## config.mk

```make
export PLATFORM = sky130hd
export DESIGN_NAME = debounce_bank
export DESIGN_NICKNAME = d
export VERILOG_FILES = /design/src/rtl/debounce_pkg.sv /design/src/rtl/debounce_ch.sv /design/src/rtl/debounce_bank.sv
export SDC_FILE = /design/constraint.sdc
export NUM_CORES = 1
export LEC_CHECK = 0
export BUFFER_PORTS_ARGS = -buffer_cell sky130_fd_sc_hd__buf_2
export CORE_UTILIZATION = 40
export CTS_BUF_LIST = sky130_fd_sc_hd__clkbuf_4 sky130_fd_sc_hd__clkbuf_8 sky130_fd_sc_hd__clkbuf_16
export DETAILED_ROUTE_END_ITERATION = 8
export PLACE_DENSITY = 0.58
export SYNTH_ARGS = -nofsm -noshare
export SYNTH_HDL_FRONTEND = slang
export SYNTH_SLANG_ARGS = --single-unit
```

## constraint.sdc

```tcl
create_clock -name i_clk -period 4.22 [get_ports i_clk]
set_clock_uncertainty 0.05 [all_clocks]
set_input_delay 0.844 -clock i_clk [delete_from_list [all_inputs] [get_ports i_clk]]
set_output_delay 0.844 -clock i_clk [all_outputs]
set_load 0.01 [all_outputs]
```

## src/rtl/debounce_pkg.sv

```systemverilog
// debounce_pkg: shared width helpers and 100 MHz board defaults for the debounce bank
package debounce_pkg;

    localparam int DEF_DELAY       = 1_000_000;
    localparam int DEF_HOLD_CYCLES = 100_000_000;

    function automatic int clog2(input int v);
        int r;
        r = 0;
        while ((64'(1) << r) < 64'(v)) r++;
        return r;
    endfunction

    function automatic int cnt_width(input int delay);
        return clog2(delay + 1);
    endfunction

    function automatic int hold_width(input int hold_cycles);
        return clog2(hold_cycles + 1);
    endfunction

endpackage

```

## src/rtl/debounce_ch.sv

```systemverilog
// debounce_ch: one channel - synchroniser, stability counter, debounced level, press/release strobes, optional long-press (DEBOUNCE_HOLD_EN)
module debounce_ch
    import debounce_pkg::*;
#(
    parameter int DELAY       = DEF_DELAY,
    parameter int SYNC_STAGES = 2
`ifdef DEBOUNCE_HOLD_EN
    ,
    parameter int HOLD_CYCLES = DEF_HOLD_CYCLES
`endif
) (
    input  logic i_clk,
    input  logic i_rstn,
    input  logic i_btn_in,
    output logic o_btn_db,
    output logic o_rise,
    output logic o_fall,
    output logic o_hold
);

    localparam int CNT_W = cnt_width(DELAY);
    localparam logic [CNT_W-1:0] LAST = CNT_W'(DELAY - 1);

    logic [SYNC_STAGES-1:0] sync;
    logic [CNT_W-1:0]       cnt;
    logic                   s;
    logic                   flip;

    assign s    = sync[SYNC_STAGES-1];
    assign flip = (s != o_btn_db) && (cnt == LAST);

    // shift the asynchronous pin through the synchroniser chain
    always_ff @(posedge i_clk or negedge i_rstn) begin
        if (!i_rstn) sync <= '0;
        else         sync <= {sync[SYNC_STAGES-2:0], i_btn_in};
    end

    // count consecutive disagreeing cycles; commit the new level and strobe on the DELAY-th
    always_ff @(posedge i_clk or negedge i_rstn) begin
        if (!i_rstn) begin
            cnt      <= '0;
            o_btn_db <= 1'b0;
            o_rise   <= 1'b0;
            o_fall   <= 1'b0;
        end else begin
            cnt      <= (s == o_btn_db || flip) ? '0 : cnt + 1'b1;
            o_btn_db <= flip ? s : o_btn_db;
            o_rise   <= flip & s;
            o_fall   <= flip & ~s;
        end
    end

`ifdef DEBOUNCE_HOLD_EN
    localparam int HOLD_W = hold_width(HOLD_CYCLES);
    localparam logic [HOLD_W-1:0] HMAX = HOLD_W'(HOLD_CYCLES);

    logic [HOLD_W-1:0] hc;

    // time the high level from the press cycle; saturation leaves one pulse per press
    always_ff @(posedge i_clk or negedge i_rstn) begin
        if (!i_rstn) begin
            hc     <= '0;
            o_hold <= 1'b0;
        end else begin
            hc     <= !o_btn_db ? '0 : (hc == HMAX) ? hc : hc + 1'b1;
            o_hold <= o_btn_db && (hc == HMAX - 1'b1);
        end
    end
`else
    assign o_hold = 1'b0;
`endif

endmodule

```

## src/rtl/debounce_bank.sv

```systemverilog
// debounce_bank: N_CH independent debounced buttons with press/release strobes; long-press under DEBOUNCE_HOLD_EN
module debounce_bank
    import debounce_pkg::*;
#(
    parameter int N_CH        = 4,
    parameter int DELAY       = DEF_DELAY,
    parameter int SYNC_STAGES = 2,
    parameter int HOLD_CYCLES = DEF_HOLD_CYCLES
) (
    input  logic            i_clk,
    input  logic            i_rstn,
    input  logic [N_CH-1:0] i_btn_in,
    output logic [N_CH-1:0] o_btn_db,
    output logic [N_CH-1:0] o_rise,
    output logic [N_CH-1:0] o_fall,
    output logic [N_CH-1:0] o_hold
);

    if (N_CH < 1 || N_CH > 32 || DELAY < 1 || SYNC_STAGES < 2 || SYNC_STAGES > 4 || HOLD_CYCLES <= DELAY) begin : g_bad_params
        $error("debounce_bank: illegal parameter combination");
    end

    for (genvar k = 0; k < N_CH; k++) begin : g_ch
        debounce_ch #(
            .DELAY       (DELAY),
            .SYNC_STAGES (SYNC_STAGES)
`ifdef DEBOUNCE_HOLD_EN
            ,
            .HOLD_CYCLES (HOLD_CYCLES)
`endif
        ) u_ch (
            .i_clk    (i_clk),
            .i_rstn   (i_rstn),
            .i_btn_in (i_btn_in[k]),
            .o_btn_db (o_btn_db[k]),
            .o_rise   (o_rise[k]),
            .o_fall   (o_fall[k]),
            .o_hold   (o_hold[k])
        );
    end

endmodule

```

; Yosys cells after proc, flatten, opt, wreduce, memory -nomap -nowiden
; Cells that the tools add are included.
[word_totals]
word_cells = 60
ff_bits = 100
rom_bits = 0
output_inout_bits = 16
latch_bits = 0
ramBits = 0
memories = 0
[op_classes]
n_shift = 0
n_reduce_logical = 8
n_addsub = 4
n_mul = 0
mux = 4
eq_ne = 12
n_lt_le_gt_ge = 0
div_mod_pow = 0
n_bitwise = 12
[ops]
columns = operator, n
row1 = $add A20 B1 Y20 const B, 4
row2 = $eq A20 B20 Y1 const B, 4
row3 = $mux W20, 4
row4 = $and A1 B1 Y1, 8
row5 = $eq A1 B1 Y1, 4
row6 = $logic_and A1 B1 Y1, 4
row7 = $logic_or A1 B1 Y1, 4
row8 = $ne A1 B1 Y1, 4
row9 = $not A1 Y1, 4

; Logic depth before layout (Yosys ltp)
[logic_depth]
ltp_word = 4
ltp_mapped = 6

; Modules after synthesis
; Synthesis repeated with hierarchy kept, for this count alone.
[hier_totals]
hier_cells = 444
area_unflattened_um2 = 4664.5
[modules_own_cells]
columns = module, seq_area_each_um2, instances, area_per_inst_um2, cells_each
row1 = debounce_ch, 625.6, 4, 1166.1, 111

; Least setup slack after synthesis
; Ideal clock, no wire load.
[synth_timing]
path_type = register to register
from = register g_ch[3].u_ch.cnt[6]
to = register g_ch[3].u_ch.o_btn_db
synth_period_minus_slack_ns = 2.149
required_time_ns = 4.045
path_buffers = 0
path_stages_with_launch = 5
t_arrival_ns = 1.974
setup_slack_ns = 2.071
path_cell_list = dfrtp_1 -> or4_1 -> or4_4 -> or2_4 -> mux2_4
[synth_via]
elab_chain_cells = 2
[synth_rtl]
columns = element, line_no
row1 = from (decl), debounce_ch.sv:25  ; logic [CNT_W-1:0] cnt;
row2 = from (signal assigned), debounce_ch.sv:46  ; cnt <= (s == o_btn_db || flip) ? '0 : cnt + 1'b1;
row3 = $eq A20 B20 Y1, debounce_ch.sv:30  ; assign flip = (s != o_btn_db) && (cnt == LAST);
row4 = $logic_and A1 B1 Y1, debounce_ch.sv:30
row5 = to (signal assigned), debounce_ch.sv:47  ; o_btn_db <= flip ? s : o_btn_db;
row6 = to (decl), debounce_ch.sv:15  ; output logic o_btn_db,
; No other way between the ends.
; A chain may end at the register's enable or synchronous reset.

; Worst setup path after layout
[layout_timing]
from = register g_ch[3].u_ch.cnt[0]
to = register g_ch[3].u_ch.cnt[10]
[layout_via]
elab_chain_cells = 4
elab_cells_between_ends = 5
cone_classes = add/sub (1) / eq/ne (1) / mux (1) / reduce/logical (2)
[layout_rtl]
columns = element, line_no
row1 = "parallel branches: the longest is 3 deep, another holds $add A20 B1 Y20", --
row2 = $mux W20 (*), debounce_ch.sv:46
; Every way passes the cells marked *.

==> run metrics <==
Post-Route Utilization between 40% and 50%; Peak VDD IR ~330 uV; die area between 10000 and 15000 sq um; # port buffers 17; GPL Wtd Cong 0.811; largest net degree at the start of global routing between 70 and 80; first-pass GRT wire length approximately 15 mm; Post-Syn Area per Cell between 10 and 15 sq um; vias in the first global route 3106; DRT Pass-1 Iters 4; io pins 22; Setup crit start kind flip-flop; worst skew pair latency approximately 0.34 ns; most used flip-flop cell after synthesis dfrtp_1; Peak Freq roughly 420 MHz; critical path endpoint category flip-flop; dpl cell area ~5000 sq um; synth top area cells dfrtp_1 (53%), xnor2_1 (7.6%), nor2_1 (5.6%), xor2_1 (3.2%), nand4_1 (2.9%); Distinct cells, synth 43; Commonest cells post-synth dfrtp_1 (100), nor2_1 (71), xnor2_1 (41), nand3_1 (25), nand4_1 (22); slew of the pin with the lowest slew margin ~1.1 ns; Worst EP required 4.37 ns; total grt overflow 0; FF+latch count, synth 100; Root Buffer clkbuf_16; Die H 111 um; H-Tree Depth 3; hpwl dp between 5 and 6 mm; post-synthesis sequential area ratio between 50 and 60%; CTS Hold Bufs 0; Syn Inst Count 459; Initial DRC Count about 110; relative slew slack about 28%; synthesized cell area ~4700 sq um; Lkg Pwr 2.15 nW; hold path cells 0; core area roughly 11000 sq um; Ys Warns 0; DR DRC count 0; clk slew on worst S/H paths 0.06 ns; Final Max Tran Viols 0; site row count 39; layout cells sized above 1 between 10% and 20%; initial core utilization approximately two fifths; antenna viol nets, final 0; setup_tns 0 ns; synth-to-layout area growth 9.75%; Total GRT Usage between 10% and 20%; worst setup margin about 1.9 ns; fillers roughly 1100; CTS tree done; maxcap violations 0; nets@finish between 400 and 500; Vias/cell 5.21; antenna violations before repair 0; WP data arrival 2.52 ns; Post-synth ARST share 100%; clock sink total 100; worst hold path type flip-flop to flip-flop; Setup-failing EPs final 0; top-count cell post-synth dfrtp_1; crit-path max FO 16; outcome complete, no violations; RSZ-0062 raised after global routing false; ANT cells 0; endpoints failing hold 0; DR WL/cell about 14 um; power density over cell area between 300 and 400 nW/um^2; Yosys top cell area share 53.0%; die width 111 um; Final Critical Period around 2.4 ns; Tcrit/Tclk final approximately 56%; Post-CTS Setup Bufs 0; vias approximately 3200; leading area contributor after synthesis dfrtp_1; # resized after CTS 0; cts bufs inserted 9; aggregate routed wire length 8.34 mm; Place WS roughly 1.8 ns; Tot Pwr 1.90 mW; number of synthesized flops with an enable pin 0; Worst R2R Path Depth 5; Design Area, Final 5180 sq um; CTS max path bufs 2; worst reg-to-reg setup slack 1.85 ns; critical path class flip-flop to flip-flop
per-layer routing:
layer | part of all wire (%) | wire length, um | global-route usage [%] | vias up
li1 | - | - | - | 1611
met1 | 51 | 4220 | 20.2 | 1562
met2 | 46 | 3800 | 22.6 | 31
met3 | 2.2 | 185 | 3.18 | 11
met4 | 1.6 | 136 | 6.49 | 0
met5 | 0 | 0 | 0 | -
cell usage in the layout, fill, tap and decap left out, types with 8 or more instances in the layout:
| cell | count |
|---|---|
| nor4_1 | 15 |
| xnor2_1 | 41 |
| and3_1 | 14 |
| nand4_1 | 22 |
| nor3_1 | 14 |
| nand3_1 | 25 |
| xor2_1 | 17 |
| nor3b_1 | 8 |
| clkbuf_16 | 9 |
| or4_1 | 8 |
| dfrtp_1 | 100 |
| or3_1 | 8 |
| nor2_1 | 71 |
| buf_2 | 16 |
| nand2_1 | 14 |
| inv_1 | 14 |
| a21oi_1 | 12 |
registers in the layout (all words and copies together), names as in the netlist:
register	flops
g_ch.u_ch.sync	8
g_ch.u_ch.o_fall	4
g_ch.u_ch.o_rise	4
g_ch.u_ch.o_btn_db	4
g_ch.u_ch.cnt	80
stage by stage:
stage               hold WS [ns]  std cells
CTS                        0.306        617
detailed placement         0.288        601
global route               0.307        617
floorplan                  0.281        462
finish                     0.302        617
global placement           0.290        601
logic make-up (layout without fill, tap and decap cells):
family          Yosys count  count (layout)  share of synthesized area (%)
compound gates           36              36                           5.14
xor+xnor                 58              58                           10.8
fa+ha+maj                 4               4                           1.06
buf+inv                  38              50                           4.45
flops                   100             100                           53.0
mux                       6               6                           1.46
other cells               1               4                         0.0794
simple gates            216             216                           24.0
path summary, 6_finish.rpt:
kind                                      start              endpoint
max                         g_ch[3].u_ch.cnt[0]  g_ch[3].u_ch.cnt[10]
min                        g_ch[2].u_ch.sync[0]  g_ch[2].u_ch.sync[1]
max reg2reg                 g_ch[3].u_ch.cnt[0]  g_ch[3].u_ch.cnt[10]
min reg2reg                g_ch[2].u_ch.sync[0]  g_ch[2].u_ch.sync[1]
max in group asynchronous                i_rstn  g_ch[3].u_ch.cnt[15]
min in group asynchronous                i_rstn  g_ch[0].u_ch.cnt[14]
final cells by class:
cell class | instances | area [sq um] | share of cell area [%]
inverters | 14 | 52.6 | 1.01
clock inverters | 3 | 43.8 | 0.845
flip-flops and latches | 100 | 2500 | 48.3
repair buffers | 20 | 110 | 2.13
multi-input cells | 324 | 2020 | 39.0
clock buffers | 13 | 274 | 5.29
well taps | 143 | 179 | 3.45
worst max-delay path: stages (launching register included):
cell     delay [ns]
dfrtp_1        0.39
ha_1           0.19
nand3_1        0.25
or4_4          0.65
o21ai_2        0.57
nor2_1         0.12
where the power goes:
part / switching (mW) / total, mW / internal, mW
Combinational: 0.0393 / 0.0543 / 0.0150
Clock: 0.347 / 0.862 / 0.515
Sequential: 0.0120 / 0.983 / 0.972
Power figures use the tool's default switching activity.
